**src/rtl/clk_div_pkg.sv**
```systemverilog
// Shared types and defaults for the clock divider controller.
package clk_div_pkg;

    localparam int CNT_W_DEF = 16;

    typedef enum logic [1:0] {
        STOP = 2'd0,
        RUN  = 2'd1,
        PEND = 2'd2
    } state_e;

endpackage

```
**src/rtl/clk_div_ctrl_if.sv**
```systemverilog
// Configuration handshake between a requester (master) and the divider controller (slave).
interface clk_div_ctrl_if
    import clk_div_pkg::*;
#(
    parameter int CNT_W = CNT_W_DEF
);

    logic             cfg_valid;
    logic             cfg_ready;
    logic [CNT_W-1:0] cfg_div;
    logic             cfg_en;
    logic             cfg_err;
    logic             busy;

    modport master (
        output cfg_valid, cfg_div, cfg_en,
        input  cfg_ready, cfg_err, busy
    );

    modport slave (
        input  cfg_valid, cfg_div, cfg_en,
        output cfg_ready, cfg_err, busy
    );

endinterface

```
**src/rtl/clk_div_phase.sv**
```systemverilog
// Phase counter: counts 0..plen-1 while running, toggles level on wrap; load forces a fresh low phase.
module clk_div_phase #(
    parameter int CNT_W = 16
) (
    input  logic             clk_in,
    input  logic             rst,
    input  logic             run,
    input  logic             load,
    input  logic [CNT_W-1:0] plen,
    output logic             wrap,
    output logic             level
);

    logic [CNT_W-1:0] cnt;

    assign wrap = run && (cnt == plen - 1'b1);

    always_ff @(posedge clk_in) begin
        if (rst || load || !run) begin
            cnt   <= '0;
            level <= 1'b0;
        end else if (wrap) begin
            cnt   <= '0;
            level <= ~level;
        end else begin
            cnt <= cnt + 1'b1;
        end
    end

endmodule

```
**src/rtl/clk_div_ctrl.sv**
```systemverilog
// Glitch-free clock divider with a handshake-driven reconfiguration FSM (STOP/RUN/PEND).
// Define CLK_DIV_CTRL_ODD_EN to accept odd divisors (high = (D-1)/2, low = (D+1)/2).
module clk_div_ctrl
    import clk_div_pkg::*;
#(
    parameter int CNT_W   = CNT_W_DEF,
    parameter int DIV_RST = 2
) (
    input  logic           clk_in,
    input  logic           rst,
    clk_div_ctrl_if.slave  cfg,
    output logic           clk_out,
    output logic           tick
);

    state_e           state;
    logic [CNT_W-1:0] div_q;
    logic [CNT_W-1:0] pend_div;
    logic             pend_en;

    logic             hs, bad, take, run, apply, load;
    logic             wrap, level;
    logic [CNT_W-1:0] hi_len, lo_len, plen;

    assign cfg.cfg_ready = (state != PEND);
    assign cfg.busy      = (state == PEND);
    assign hs            = cfg.cfg_valid && cfg.cfg_ready;

`ifdef CLK_DIV_CTRL_ODD_EN
    assign bad    = (cfg.cfg_div < CNT_W'(2));
    assign hi_len = div_q >> 1;
    assign lo_len = div_q - (div_q >> 1);
`else
    assign bad    = (cfg.cfg_div < CNT_W'(2)) || cfg.cfg_div[0];
    assign hi_len = div_q >> 1;
    assign lo_len = hi_len;
`endif

    assign take  = hs && !bad;
    assign run   = (state != STOP);
    // Switch only at the end of a high phase so no output phase is ever truncated.
    assign apply = (state == PEND) && wrap && level;
    assign load  = apply || ((state == STOP) && take);
    assign plen  = level ? hi_len : lo_len;

    clk_div_phase #(.CNT_W(CNT_W)) u_phase (
        .clk_in (clk_in),
        .rst    (rst),
        .run    (run),
        .load   (load),
        .plen   (plen),
        .wrap   (wrap),
        .level  (level)
    );

    assign clk_out = level;

    always_ff @(posedge clk_in) begin
        if (rst) begin
            state       <= RUN;
            div_q       <= CNT_W'(DIV_RST);
            pend_div    <= '0;
            pend_en     <= 1'b0;
            cfg.cfg_err <= 1'b0;
            tick        <= 1'b0;
        end else begin
            cfg.cfg_err <= hs && bad;
            tick        <= wrap && !level;
            case (state)
                STOP: begin
                    if (take) begin
                        div_q <= cfg.cfg_div;
                        if (cfg.cfg_en) state <= RUN;
                    end
                end
                RUN: begin
                    if (take) begin
                        pend_div <= cfg.cfg_div;
                        pend_en  <= cfg.cfg_en;
                        state    <= PEND;
                    end
                end
                PEND: begin
                    if (apply) begin
                        div_q <= pend_div;
                        state <= pend_en ? RUN : STOP;
                    end
                end
                default: state <= RUN;
            endcase
        end
    end

endmodule

```
**src/flat_wrapper.sv**
```systemverilog
// flat-port wrapper written by rule: the top's interface ports become plain ports
module clk_div_ctrl_flat import clk_div_pkg::*;
#(
    parameter int CNT_W   = CNT_W_DEF,
    parameter int DIV_RST = 2
)
  (clk_in, rst, clk_out, tick, cfg_cfg_valid, cfg_cfg_div, cfg_cfg_en, cfg_cfg_ready, cfg_cfg_err, cfg_busy);
  clk_div_ctrl_if #(.CNT_W(CNT_W)) cfg_i ();
  input  logic clk_in;
  input  logic rst;
  output logic clk_out;
  output logic tick;
  input wire logic [$bits(cfg_i.cfg_valid)-1:0] cfg_cfg_valid;
  input wire logic [$bits(cfg_i.cfg_div)-1:0] cfg_cfg_div;
  input wire logic [$bits(cfg_i.cfg_en)-1:0] cfg_cfg_en;
  output wire logic [$bits(cfg_i.cfg_ready)-1:0] cfg_cfg_ready;
  output wire logic [$bits(cfg_i.cfg_err)-1:0] cfg_cfg_err;
  output wire logic [$bits(cfg_i.busy)-1:0] cfg_busy;
  assign cfg_i.cfg_valid = cfg_cfg_valid;
  assign cfg_i.cfg_div = cfg_cfg_div;
  assign cfg_i.cfg_en = cfg_cfg_en;
  assign cfg_cfg_ready = cfg_i.cfg_ready;
  assign cfg_cfg_err = cfg_i.cfg_err;
  assign cfg_busy = cfg_i.busy;
  clk_div_ctrl #(.CNT_W(CNT_W), .DIV_RST(DIV_RST)) u_core (.clk_in(clk_in), .rst(rst), .cfg(cfg_i), .clk_out(clk_out), .tick(tick));
endmodule
```
**config.mk**
```make
export PLATFORM = sky130hd
export DESIGN_NAME = clk_div_ctrl_flat
export DESIGN_NICKNAME = d
export VERILOG_FILES = /design/src/rtl/clk_div_pkg.sv /design/src/rtl/clk_div_ctrl_if.sv /design/src/rtl/clk_div_phase.sv /design/src/rtl/clk_div_ctrl.sv /design/src/flat_wrapper.sv
export SDC_FILE = /design/constraint.sdc
export NUM_CORES = 1
export LEC_CHECK = 0
export BUFFER_PORTS_ARGS = -buffer_cell sky130_fd_sc_hd__buf_2
export CAP_MARGIN = 20
export CORE_ASPECT_RATIO = 1.25
export CORE_MARGIN = 2
export CORE_UTILIZATION = 50
export DETAILED_ROUTE_END_ITERATION = 6
export PLACE_DENSITY = 0.68
export SYNTH_ARGS = -nofsm -noshare
export SYNTH_HDL_FRONTEND = slang
export SYNTH_HIERARCHICAL = 1
export SYNTH_SLANG_ARGS = --single-unit
```
**constraint.sdc**
```tcl
create_clock -name clk_in -period 4.7 [get_ports clk_in]
set_clock_uncertainty 0.1 [all_clocks]
set_input_delay 0.47 -clock clk_in [delete_from_list [all_inputs] [get_ports clk_in]]
set_output_delay 0.47 -clock clk_in [all_outputs]
set_load 0.05 [all_outputs]
```
==> results of run 1 <==
cells in the mapped netlist (3+ instances only):
cell type	n
a21oi_1	20
and3_1	3
clkbuf_1	13
dfxtp_1	52
inv_1	9
mux2_2	7
mux2_4	8
mux2i_1	17
nand2_1	40
nand2b_1	37
nand3_1	8
nor2_1	27
nor2b_1	15
nor3_1	5
nor4_1	5
o21ai_0	5
or3_1	6
xnor2_1	8
xor2_1	23
per-layer routing:
| layer | part of all wire, % | wire [um] | vias to the layer above |
|---|---|---|---|
| li1 | - | - | 1279 |
| met1 | 47 | 3163 | 1205 |
| met2 | 47 | 3164 | 57 |
| met3 | 3.4 | 225 | 14 |
| met4 | 2.1 | 142 | 0 |
| met5 | 0 | 0 | - |
registers in the layout (all words and copies together), names as in the netlist:
register              cells
u_core/cfg.cfg_err        1
u_core/div_q             15
u_core/pend_div          15
u_core/pend_en            1
u_core/state              2
u_core/tick               1
u_core/u_phase/cnt       16
u_core/u_phase/level      1
worst paths after layout:
| kind | startpoint | depth (start not counted) | slack [ps] | end |
|---|---|---|---|---|
| hold / removal | cfg_cfg_en | 2 | 290 | u_core/state[0] |
| setup / recovery | u_core/div_q[3] | 12 | 830 | u_core/u_phase/cnt[3] |
| setup reg to reg | u_core/div_q[3] | 12 | 830 | u_core/u_phase/cnt[3] |
| hold reg to reg | u_core/pend_div[6] | 2 | 380 | u_core/pend_div[6] |
cell type report:
type                    instances  area share (%)
clock buffers                   6           2.123
clock inverters                 2          0.5124
inverters                      10           1.098
multi-input cells             284           58.75
flip-flops and latches         52           30.45
well taps                      85           3.111
repair buffers                 26           3.953
power by group through the flow:
| stage | Sequential (mW) | Combinational, mW | Clock, mW |
|---|---|---|---|
| 4_1_cts | 0.473 | 0.140 | 0.278 |
| 6_report | 0.473 | 0.140 | 0.271 |
| 5_1_grt | 0.475 | 0.154 | 0.295 |
| 3_3_place_gp | 0.482 | 0.138 | 0 |
| 3_5_place_dp | 0.483 | 0.140 | 0 |
| 2_1_floorplan | 0.487 | 0.0996 | 0 |
worst reg2reg max path, cell delays in order, from the launching register on:
cell and delay [ps]:
dfxtp_1 390, or3_1 520, nor4_1 380, a31oi_1 290, or4b_2 720, a211oi_1 340, and3_1 290, a41oi_4 100
inv_1 110, nor2_1 50, nand2_1 130, o21bai_4 230, nor2_1 90
cells in the final DEF (no fill, tap or decap), types with 9 or more instances in the layout:
cell type	count
dfxtp_1	52
nor2b_1	15
inv_1	9
a21oi_1	20
nand2_1	40
xor2_1	23
nor2_1	27
mux2i_1	17
buf_2	24
nand2b_1	37
through the flow:
stage / util, % / cells / cell area [um2] / hold slack [ps]
after floorplan: - / 365 / 3187 / 348.9
after global placement: 53.98 / 457 / 3328 / 358.6
after detailed placement: 53.98 / 457 / 3328 / 362.0
after CTS: 55.44 / 465 / 3418 / 283.4
after global routing: 55.44 / 465 / 3418 / 311.2
final: 55.44 / 465 / 3418 / 294.8
logic make-up (layout without fill, tap and decap cells):
kind of cell	count (synthesis)	in the layout	synth area share, %
flops	52	52	32.67
other cells	1	1	0.1177
fa+ha+maj	2	2	0.7851
simple gates	171	171	30.00
buf+inv	29	44	4.476
xor+xnor	32	32	9.226
mux	32	32	11.58
compound gates	46	46	11.15
==> metrics.cfg, run 1 <==
[yosys]
async_reset_ff_share_pct=0
syn-cell-area_um2=3187
synth_top_cell_by_area=dfxtp_1
ys_types=60
syn_avg_cell_area_um2=8.731
synth_seq_cells=52
ys_warn_count=6
synthFlopType=dfxtp_1
ys_seq_area_share_pct=32.67
synth_top_area_share_pct=32.67
syn_inst=365
syn_nets=387
synth_edf_count=0
synth_area_leaders=dfxtp_1, nand2b_1, xor2_1, mux2i_1, nand2_1

[worst_setup_path]
crit_family=simple AND/OR/NAND/NOR gates
required_ps=4790
crit_slowest_cell=or4b_2
crit_fanout=16
setup.worst_path.end_class=register
start_kind=register
crit_top_cell=nor2_1
crit_path_cell_trace=or3_1 > nor4_1 > a31oi_1 > or4b_2 > a211oi_1 > and3_1 > a41oi_4 > inv_1 > nor2_1 > nand2_1 > o21bai_4 > nor2_1
cp.arrival_ps=3960
crit_buf_inv=1
cp_slowest_stage_delay_ps=720
crit_type=reg2reg

[grt]
grt_pass1_wl_um=11390
use_met1_pct=28.05
grt_max_degree=68
grt_usage_pct=20.63
grt_pass1_vias=2412
antenna_found_initial=0
gr-usage-met2_pct=32.46
use_met3_pct=3.987
grt.busiest_layer=met2
overflow=0

[cells_and_area]
multiInputGateArea_um2=2008
nets=401
regArea_um2=1041
area_growth_pct=7.264
final_layout_size_suffix_gt1_share_pct=17.37
num_antenna_cells=0
num-fill-cells=573

[placed_design]
gp_congestion=0.9231
io_buffers=24
place_ws_ps=919.6
dp_hpwl_um=4738

[die]
io-pin-count=25
die_h_um=93.26
die_w_um=75.41
dieArea_um2=7032
start_util_pct=51.68
core_area_um2=6166
num_rows=32

[clock_tree]
cts_setup_buffers=0
cts_sinks=52
cts_resized=0
clk_path_buf_depth=2
numCtsBuffers=5
clockRootBuffer=clkbuf_8
clk_latency_ps=320
h-tree-depth=2
cts.reportedPaths.clkPinSlew_ps=100
cts_tree=done
ctsHoldBuffers=0

[detailed_routing]
totalWireLength_um=6695
vias=2555
viasPerCell=5.495
drtAntennaViolNets=0
dr.pass1.iters=4
drt_drc_violations_left=0
routedWlPerCell_um=14.40
drt_iter0_drc=115

[outcome]
status=finished clean

[timing]
setup_violations=0
slew_viol_final=0
rsz0062_at_grt=no
fin_setup_tns_ps=0
worst_slack_ps=830.9
worst_pin_slew_ps=935.6
fin_crit_sh_pct=82.32
maxSlewHeadroom_pct=37.63
max_freq_ghz=0.2585
hold_violations=0
fin_crit_ps=3869

[flow_run]
drv_cap=0

[power]
max-vdd-ir-drop_mv=0.1791
power.net_switching_mw=0.2577
p_comb_share_pct=15.9
power.density_nw_per_um2=258.9
leakagePower_nw=1.392
p_total_mw=0.8848
p_sw_share_pct=29.12
p_int_mw=0.6272
power_frac_seq_pct=53.5
p_clk_share_pct=30.7

[worst_hold_path]
hold_class=in2reg

Power figures use the tool's default switching activity.
==> run 2: changes to the inputs <==
--- a/config.mk
+++ b/config.mk
@@ -5,6 +5,7 @@
 export SDC_FILE = /design/constraint.sdc
 export NUM_CORES = 1
 export LEC_CHECK = 0
+export ABC_AREA = 1
 export BUFFER_PORTS_ARGS = -buffer_cell sky130_fd_sc_hd__buf_2
 export CAP_MARGIN = 20
 export CORE_ASPECT_RATIO = 1.25
==> constraint.sdc (replaced) <==
create_clock -name clk_in -period 4.06 [get_ports clk_in]
set_clock_uncertainty 0.1 [all_clocks]
set_input_delay 0.406 -clock clk_in [delete_from_list [all_inputs] [get_ports clk_in]]
set_output_delay 0.406 -clock clk_in [all_outputs]
set_load 0.05 [all_outputs]
==> run 2 against run 1 <==
Total power up 25%. Register-to-register slack improved by 200 ps. Final cell count up 30%. Critical path type unchanged. Largest cell class unchanged. Largest power group unchanged.
==> metrics.cfg, run 2 <==
[power]
power.density_nw_per_um2=324.3
p_total_mw=1.105
leakagePower_nw=1.756
max-vdd-ir-drop_mv=0.2176

[timing]
setup_violations=0
max_freq_ghz=0.3297
worst_pin_slew_ps=986.4
slew_viol_final=0
fin_crit_sh_pct=74.70
fin_setup_tns_ps=0
hold_violations=0
rsz0062_at_grt=no
fin_crit_ps=3033
maxSlewHeadroom_pct=33.83
worst_slack_ps=1027

[yosys]
syn_inst=503
ys_warn_count=6
async_reset_ff_share_pct=0
syn_nets=525
yosysMostFrequentCell=nand2_1
yosys-top-cells-count=nand2_1, nor2_1, inv_1
ys_types=33
synth_edf_count=0
synth_top_cell_by_area=dfxtp_1
synth_seq_cells=52
synthFlopType=dfxtp_1
synth_area_leaders=dfxtp_1, nand2_1, nor2_1, inv_1, nand3_1
ys_seq_area_share_pct=32.81
syn-cell-area_um2=3173
syn_avg_cell_area_um2=6.308
synth_top_area_share_pct=32.81

[cells_and_area]
num-fill-cells=667
multiInputGateArea_um2=1763
largest_reg_flops=16
num_antenna_cells=0
nets=541
final_cell_mix=nand2_1, nor2_1, inv_1, dfxtp_1, nand3_1
regArea_um2=1041
reg_top3=u_core/u_phase/cnt (16), u_core/div_q (15), u_core/pend_div (15)
final_layout_size_suffix_gt1_share_pct=12.50
area_growth_pct=7.335
regMostFlops=u_core/u_phase/cnt
layout_commonest_cell=nand2_1

[clock_tree]
numCtsBuffers=5
cts_setup_buffers=0
cts_tree=done
ctsHoldBuffers=0
clockRootBuffer=clkbuf_8
cts.reportedPaths.clkPinSlew_ps=90
h-tree-depth=2
cts_resized=0
clk_latency_ps=310
cts_sinks=52
clk_path_buf_depth=2

[worst_setup_path]
start_kind=register
setup.worst_path.end_class=register
crit_slowest_cell=nor3b_1
crit_start=u_core/div_q[1]
crit_buf_inv=4
cp_slowest_stage_delay_ps=430
crit_family=simple AND/OR/NAND/NOR gates
timing.rr.start=u_core/div_q[1]
required_ps=4200
crit_fanout=31
cp.arrival_ps=3170
r2r_cells=17
crit_type=reg2reg
crit_cells=17
crit_path_cell_trace=inv_1 > ha_1 > nand3_2 > o21ai_0 > nand3_1 > nand2_1 > inv_1 > nand2_1 > nor2_2 > nand3_2 > inv_1 > nand3_1 > buf_4 > nand2_1 > nor3b_1 > nand2_4 > a21oi_1

[die]
core_area_um2=6166
start_util_pct=51.46
dieArea_um2=7003
die_h_um=93.07
io-pin-count=25
num_rows=32
die_w_um=75.25

[detailed_routing]
drtAntennaViolNets=0
viasPerCell=4.628
totalWireLength_um=6303
vias=2800
drt_iter0_drc=107
routedWlPerCell_um=10.42
drt_drc_violations_left=0
dr.pass1.iters=4

[placed_design]
place_ws_ps=1061
io_buffers=24
dp_hpwl_um=4612
gp_congestion=0.8514

[worst_hold_path]
hold_depth=2
hp-start=rst
hold_class=in2reg

[grt]
grt_usage_pct=19.90
grt_pass1_vias=2560
overflow=0
antenna_found_initial=0
grt_pass1_wl_um=11050
grt_max_degree=35

[outcome]
status=finished clean

[flow_run]
drv_cap=0

[run 2: changes by cell type after synthesis, sizes merged, moves of 16 or more]
cell,previous run,this run
inv,10,71
mux2i,17,0
nand2,40,142
nand2b,37,0
nand3,8,36
nor2,27,108
o21ai,5,21
[run 2: worst reg2reg max path, stage by stage, from the launching register on]
cell     delay [ps]
dfxtp_1         330
inv_1           130
ha_1            240
nand3_2         170
o21ai_0         260
nand3_1         100
nand2_1          70
inv_1            30
nand2_1          60
nor2_2           40
nand3_2         100
inv_1            70
nand3_1          80
buf_4           290
nand2_1         120
nor3b_1         430
nand2_4         210
a21oi_1         160
[run 2: metal layers]
| metal | share of wire, % | wire, um | global-route usage (%) | vias up |
|---|---|---|---|---|
| li1 | - | - | - | 1545 |
| met1 | 48 | 3001 | 24.95 | 1205 |
| met2 | 47 | 2980 | 33.63 | 40 |
| met3 | 3.0 | 188 | 3.448 | 10 |
| met4 | 2.1 | 132 | 7.164 | 0 |
| met5 | 0 | 0 | 0 | - |
[run 2: path summary, 6_finish.rpt]
| kind | to | slack (ps) |
|---|---|---|
| setup reg to reg | u_core/u_phase/cnt[4] | 1030 |
| setup / recovery | u_core/u_phase/cnt[4] | 1030 |
| hold reg to reg | u_core/tick | 370 |
| hold / removal | u_core/state[1] | 190 |
[run 2: cell families (layout without fill, tap and decap cells)]
| logic type | count (synthesis) | count (layout) | share of synthesized area [%] |
|---|---|---|---|
| buf+inv | 88 | 105 | 11.63 |
| simple gates | 295 | 295 | 40.62 |
| flops | 52 | 52 | 32.81 |
| compound gates | 42 | 42 | 7.689 |
| xor+xnor | 23 | 23 | 6.348 |
| other cells | 1 | 1 | 0.1182 |
| fa+ha+maj | 2 | 2 | 0.7885 |
[run 2: final cells by class]
type	instances	area share, %
multi-input cells	363	51.76
well taps	85	3.123
clock buffers	6	2.425
inverters	72	7.935
clock inverters	2	0.4409
flip-flops and latches	52	30.57
repair buffers	25	3.747
[run 2: stage by stage]
stage	hold WS (ps)	std cells	utilization (%)	instance area (um2)
global route	180.7	605	55.24	3406
floorplan	340.9	503	-	3173
finish	185.8	605	55.24	3406
CTS	179.9	605	55.24	3406
detailed placement	353.6	597	53.65	3308
global placement	352.3	597	53.65	3308
[run 2: where the power goes]
| part | switching [mW] | internal (mW) | total (mW) |
|---|---|---|---|
| clock network | 0.174 | 0.138 | 0.312 |
| registers | 0.0214 | 0.540 | 0.561 |
| logic | 0.151 | 0.0801 | 0.231 |
| total | 0.346 | 0.758 | 1.10 |
